===== config.mk =====
export PLATFORM = sky130hd
export DESIGN_NAME = rr_arb_mux
export DESIGN_NICKNAME = d
export VERILOG_FILES = /design/src/rtl/rr_arb_mux_pkg.sv /design/src/rtl/rr_arb_mux_arbiter.sv /design/src/rtl/rr_arb_mux.sv
export SDC_FILE = /design/constraint.sdc
export NUM_CORES = 1
export LEC_CHECK = 0
export BUFFER_PORTS_ARGS = -buffer_cell sky130_fd_sc_hd__buf_4
export CAP_MARGIN = 20
export CORE_MARGIN = 1.5
export CORE_UTILIZATION = 55
export CTS_CLUSTER_SIZE = 25
export DETAILED_ROUTE_END_ITERATION = 6
export PLACE_DENSITY = 0.91
export REMOVE_ABC_BUFFERS = 1
export SYNTH_ARGS = -nofsm -noshare
export SYNTH_HDL_FRONTEND = slang
export SYNTH_SLANG_ARGS = --single-unit

===== constraint.sdc =====
create_clock -name CLK -period 6.7 [get_ports CLK]
set_input_delay 0.335 -clock CLK [delete_from_list [all_inputs] [get_ports CLK]]
set_output_delay 0.335 -clock CLK [all_outputs]
set_load 0.01 [all_outputs]

===== src/rtl/rr_arb_mux_pkg.sv =====
// Shared definitions for the round-robin arbitrating mux.
//   rr_mode_e : arbitration mode encodings (FIXED_PRIO=0, ROUND_ROBIN=1)
//   chan_w()  : channel index width, clog2 with a minimum of 1 bit
package rr_arb_mux_pkg;

  typedef enum logic {
    FIXED_PRIO  = 1'b0,
    ROUND_ROBIN = 1'b1
  } rr_mode_e;

  function automatic int chan_w(input int n);
    return (n > 1) ? $clog2(n) : 1;
  endfunction

endpackage


===== src/rtl/rr_arb_mux_arbiter.sv =====
// Combinational grant logic for rr_arb_mux.
//   req   : per-channel request vector
//   ptr   : priority pointer, the channel searched first (ignored in fixed mode)
//   grant : one-hot grant, zero when no request is set
//   idx   : encoded index of the granted channel
//   any   : at least one request is set
module rr_arbiter
  import rr_arb_mux_pkg::*;
#(
  parameter int CHANNELS = 4,
  parameter int RR_MODE  = 1,
  localparam int CHAN_W  = chan_w(CHANNELS)
) (
  input  logic [CHANNELS-1:0] req,
  input  logic [CHAN_W-1:0]   ptr,
  output logic [CHANNELS-1:0] grant,
  output logic [CHAN_W-1:0]   idx,
  output logic                any
);

  logic        found;
  int unsigned cand;

  // Walk the channels starting at the pointer (or at 0 in fixed mode);
  // the modulo handles non-power-of-two channel counts.
  always_comb begin
    grant = '0;
    idx   = '0;
    found = 1'b0;
    cand  = 0;
    for (int unsigned k = 0; k < CHANNELS; k++) begin
      cand = (RR_MODE == int'(ROUND_ROBIN)) ? (32'(ptr) + k) % CHANNELS : k;
      if (!found && req[cand]) begin
        found       = 1'b1;
        grant[cand] = 1'b1;
        idx         = CHAN_W'(cand);
      end
    end
    any = found;
  end

endmodule


===== src/rtl/rr_arb_mux.sv =====
// Arbitrating N:1 mux with a registered output slice.
//   CLK, RESET_N : clock (rising edge), asynchronous active-low reset
//   IN_DATA      : flattened channel data, channel i at [i*WIDTH +: WIDTH]
//   IN_VALID     : per-channel valid
//   IN_READY     : per-channel accept, one-hot or zero
//   OUT_DATA     : registered data of the granted channel
//   OUT_CHAN     : index of the channel held in OUT_DATA
//   OUT_VALID    : OUT_DATA/OUT_CHAN valid
//   OUT_READY    : downstream accept
module rr_arb_mux
  import rr_arb_mux_pkg::*;
#(
  parameter int WIDTH    = 4,
  parameter int CHANNELS = 4,
  parameter int RR_MODE  = 1,
  localparam int CHAN_W  = chan_w(CHANNELS)
) (
  input  logic                      CLK,
  input  logic                      RESET_N,
  input  logic [CHANNELS*WIDTH-1:0] IN_DATA,
  input  logic [CHANNELS-1:0]       IN_VALID,
  output logic [CHANNELS-1:0]       IN_READY,
  output logic [WIDTH-1:0]          OUT_DATA,
  output logic [CHAN_W-1:0]         OUT_CHAN,
  output logic                      OUT_VALID,
  input  logic                      OUT_READY
);

  logic [CHAN_W-1:0]   ptr;
  logic [CHANNELS-1:0] gnt;
  logic [CHAN_W-1:0]   gnt_idx;
  logic                any;
  logic                ld;
  logic [WIDTH-1:0]    sel_data;

  rr_arbiter #(
    .CHANNELS (CHANNELS),
    .RR_MODE  (RR_MODE)
  ) u_arb (
    .req   (IN_VALID),
    .ptr   (ptr),
    .grant (gnt),
    .idx   (gnt_idx),
    .any   (any)
  );

  // RESET_N gates the load so no input is acknowledged while in reset.
  assign ld       = RESET_N && (!OUT_VALID || OUT_READY) && any;
  assign IN_READY = ld ? gnt : '0;

  always_comb begin
    sel_data = '0;
    for (int unsigned i = 0; i < CHANNELS; i++) begin
      if (gnt[i]) sel_data = IN_DATA[i*WIDTH +: WIDTH];
    end
  end

  always_ff @(posedge CLK or negedge RESET_N) begin
    if (!RESET_N) begin
      OUT_VALID <= 1'b0;
      OUT_DATA  <= '0;
      OUT_CHAN  <= '0;
    end else if (ld) begin
      OUT_VALID <= 1'b1;
      OUT_DATA  <= sel_data;
      OUT_CHAN  <= gnt_idx;
    end else if (OUT_READY) begin
      OUT_VALID <= 1'b0;
    end
  end

  always_ff @(posedge CLK or negedge RESET_N) begin
    if (!RESET_N) begin
      ptr <= '0;
    end else if (ld && (RR_MODE == int'(ROUND_ROBIN))) begin
      ptr <= (gnt_idx == CHAN_W'(CHANNELS - 1)) ? '0 : gnt_idx + 1'b1;
    end
  end

endmodule


==> impl_metrics.toml <==
[outcome]
outcome = "finished, final reports clean"

[worst_setup_path]
cell_family_with_most_cp_delay = "flip-flops"
path_depth = 8
cp_data_required_time_ns = 6.36
critical-path-slowest-cell = "sky130_fd_sc_hd__dfrtp_1"
r2r_endpoint = "OUT_DATA[3]"
cp.buffers_inverters = 2
cp-start-kind = "register"
cp.arrival_ns = 3.45
cpPeakStageDelay_ns = 0.84
ff2ff_setup_slack_ns = 3.23
worst-r2r-cell-count = 8
maximum_fanout_along_the_worst_path = 25
path_cells = "inv_1 -> ha_1 -> mux2_4 -> and3_4 -> a2111o_1 -> a22o_1 -> and2_2 -> buf_4"
endpoint_kind = "output pin"
critical_path_class = "register to output pin"

[power_and_ir_drop]
gate_power_share_pct = 73.1
irDropWorstVdd_v = 0.0002541
clock_power_share_pct = 7.1
power.switching_uw = 316.1
power_switching_share_pct = 49.42
power.density_nw_per_um2 = 454.8
power_leakage_nw = 0.6383
p_int_uw = 323.5
share_seq_of_total_power_pct = 19.8

[layout]
final_area_um2 = 1406
n_fill_cell = 160
num-nets-final = 193
drive_above_1_share_pct = 30.25
areaGrowthSynthToFinish_pct = 18.07
antenna_cells_inserted = 0
multi_input_comb_area_um2 = 837.1
final-seq-area_um2 = 225.2
post-route-util_pct = 70.25
final_cell_count_no_fill = 189

[routing]
detail_route.iter0.violations = 34
number_of_detailed_routing_iterations_run_before_antenna_repair = 4
routed_wirelength_um = 2905
wl_per_cell_um = 15.37
post-route-drc-count = 0
routed_via_density = 6.228
final_antenna_net_count = 0
via_count_of_the_routed_design = 1177

[sta]
hold_violations = 0
fin_crit_ns = 3.783
finalSetupViolCount = 0
tns_ns = 0
report.final.slew_viol_count = 0
postLayoutSetupSlackWorst_ns = 2.917
setup_repair_after_global_routing_missed_its_margin = "false"
period_share_pct = 56.47
timing.clock.skew_ns = 0.009215
maxClockFrequency_mhz = 264.3
max_slew_margin_pct = 48.98
tightestPinTransition_ns = 0.7653

[cts]
worst_setup_hold_path_clk_slew_ns = 0.07
cts_setup_buffers = 0
deepest_level_of_the_cts_h_tree = 1
clock_tree.buffer_depth = 2
root_buffer = "sky130_fd_sc_hd__clkbuf_4"
clock_tree_from_tritoncts = "built"
resize_count_post_cts = 0
tritoncts.num_buffers = 3
clock_latency_ns = 0.28
clkSinkCount = 9

[floorplan]
die_height_um = 49.54
fp.dieArea_um2 = 2454
num_io_pins = 34
effective_utilization_at_floorplan_pct = 59.50
die_w_um = 49.54
core.rowCount = 16
placeableCoreArea_um2 = 2002

[global_route]
groute.usage.overall_pct = 25.99
initial_antenna_violation_count = 0
grt_max_degree = 26
grt_first_pass_wirelength_um = 5037
first_global_vias = 1128
globalRoute.totalOverflow = 0

[synth]
area_contributors_post_synth = "sky130_fd_sc_hd__dfrtp_1 (19%), sky130_fd_sc_hd__ha_1 (7.4%), sky130_fd_sc_hd__a221oi_1 (6.6%)"
cell_count_after_synthesis = 136
synth_area_um2 = 1191
yosys_most_used_dff = "sky130_fd_sc_hd__dfrtp_1"
postSynth.asyncResetShare_pct = 100.0
synth.ff_latch_count = 9
synth_cell_types = 45
synth.top_cell.area_share_pct = 18.91
synthesis.yosys.warnings = 0
yosysSeqAreaShare_pct = 18.91
synth-edff-count = 0
postSynthAreaPerCell_um2 = 8.758
synth_largest_area_cell = "sky130_fd_sc_hd__dfrtp_1"

[hold_path]
hp-class = "input port to register"
sink_of_the_worst_hold_path = "OUT_DATA[1]"
hold_depth = 3
hold_start = "IN_DATA[13]"

[placed_design]
gp_congestion = 0.8947
portBuffers = 33
placed_cells = 184
detailed_place_hpwl_um = 2163
detailed_place.area_um2 = 1370
place_ws_ns = 3.245

[flow_run]
maxCapViolCount = 0
==> repair_timing <==
action,CTS,global route
hold endpoints to repair,9,0
setup endpoints to repair,0,0
hold buffers,1,0
==> worst max path at each step <==
stage,startpoint,endpoint
6_report,register,IN_READY[1]
5_1_grt,register,IN_READY[2]
4_1_cts,register,IN_READY[1]
3_5_place_dp,register,IN_READY[1]
3_3_place_gp,register,IN_READY[1]
2_1_floorplan,register,IN_READY[1]
==> worst min-delay path: stages <==
cell	delay, ns
sky130_fd_sc_hd__buf_4	0.07
sky130_fd_sc_hd__a21oi_1	0.05
sky130_fd_sc_hd__o22ai_1	0.10
==> Yosys cell counts (2+ instances only) <==
master,instances
sky130_fd_sc_hd__mux2i_1,3
sky130_fd_sc_hd__buf_6,2
sky130_fd_sc_hd__nor3b_1,3
sky130_fd_sc_hd__a221oi_2,2
sky130_fd_sc_hd__or2b_2,3
sky130_fd_sc_hd__a21oi_1,7
sky130_fd_sc_hd__mux4_2,2
sky130_fd_sc_hd__o211ai_1,8
sky130_fd_sc_hd__and3b_1,3
sky130_fd_sc_hd__nand3b_1,2
sky130_fd_sc_hd__nor2_1,10
sky130_fd_sc_hd__inv_1,7
sky130_fd_sc_hd__o22ai_1,7
sky130_fd_sc_hd__nand2_1,14
sky130_fd_sc_hd__nand2b_1,4
sky130_fd_sc_hd__dfrtp_1,9
sky130_fd_sc_hd__buf_2,3
sky130_fd_sc_hd__a221oi_1,9
sky130_fd_sc_hd__clkbuf_8,2
sky130_fd_sc_hd__buf_4,4
sky130_fd_sc_hd__and2b_2,2
sky130_fd_sc_hd__ha_1,7
==> area by class of cell <==
cell class              instances  share of cell area (%)
clock buffers                   4                   1.868
inverters                       7                   1.868
multi-input cells             108                   59.52
flip-flops and latches          9                   16.01
well taps                      27                   2.402
repair buffers                 34                   18.33
==> stage by stage <==
step	power, mW	hold slack, ns
detailed placement	0.5901	0.1668
finish	0.6396	0.3341
global route	0.6957	0.3580
CTS	0.6369	0.3372
global placement	0.5679	0.1660
floorplan	0.4579	0.03941
==> cell usage in the layout, fill, tap and decap left out, types with 2 or more instances in the layout <==
cell type                   n
sky130_fd_sc_hd__buf_4     33
sky130_fd_sc_hd__nand2_1   14
sky130_fd_sc_hd__nor2_1    10
sky130_fd_sc_hd__dfrtp_1    9
sky130_fd_sc_hd__a221oi_1   9
sky130_fd_sc_hd__o211ai_1   8
sky130_fd_sc_hd__inv_1      7
sky130_fd_sc_hd__a21oi_1    7
sky130_fd_sc_hd__o22ai_1    7
sky130_fd_sc_hd__ha_1       7
sky130_fd_sc_hd__nand2b_1   4
sky130_fd_sc_hd__and3b_1    3
sky130_fd_sc_hd__nor3b_1    3
sky130_fd_sc_hd__mux2i_1    3
sky130_fd_sc_hd__or2b_2     3
sky130_fd_sc_hd__clkbuf_4   3
sky130_fd_sc_hd__mux4_2     2
sky130_fd_sc_hd__nand3b_1   2
sky130_fd_sc_hd__and2b_2    2
sky130_fd_sc_hd__a221oi_2   2
==> kinds of logic after synthesis <==
family,synth area share [%]
and+or+nand+nor,22.69
xor gates and xnor gates,0.7354
DFF,18.91
muxes,9.769
AOI/OAI and AO/OA,29.73
adders and majority gates,7.353
buffers and inverters,10.82
==> per-layer routing <==
metal / vias up / track usage [%] / part of all wire [%]
met4: 0 / 8.333 / 1.7
met5: - / 0 / 0
met2: 48 / 45.11 / 49
met3: 7 / 3.333 / 6.6
li1: 571 / - / -
met1: 551 / 33.27 / 42
==> power by group through the flow <==
stage	clock network, mW	registers (mW)	logic (mW)
after floorplan	0	0.126	0.332
after global placement	0	0.123	0.445
after detailed placement	0	0.126	0.464
after CTS	0.0449	0.125	0.467
after global routing	0.0468	0.134	0.515
final	0.0454	0.126	0.468
Note: power is estimated with default switching activity, not from simulation.
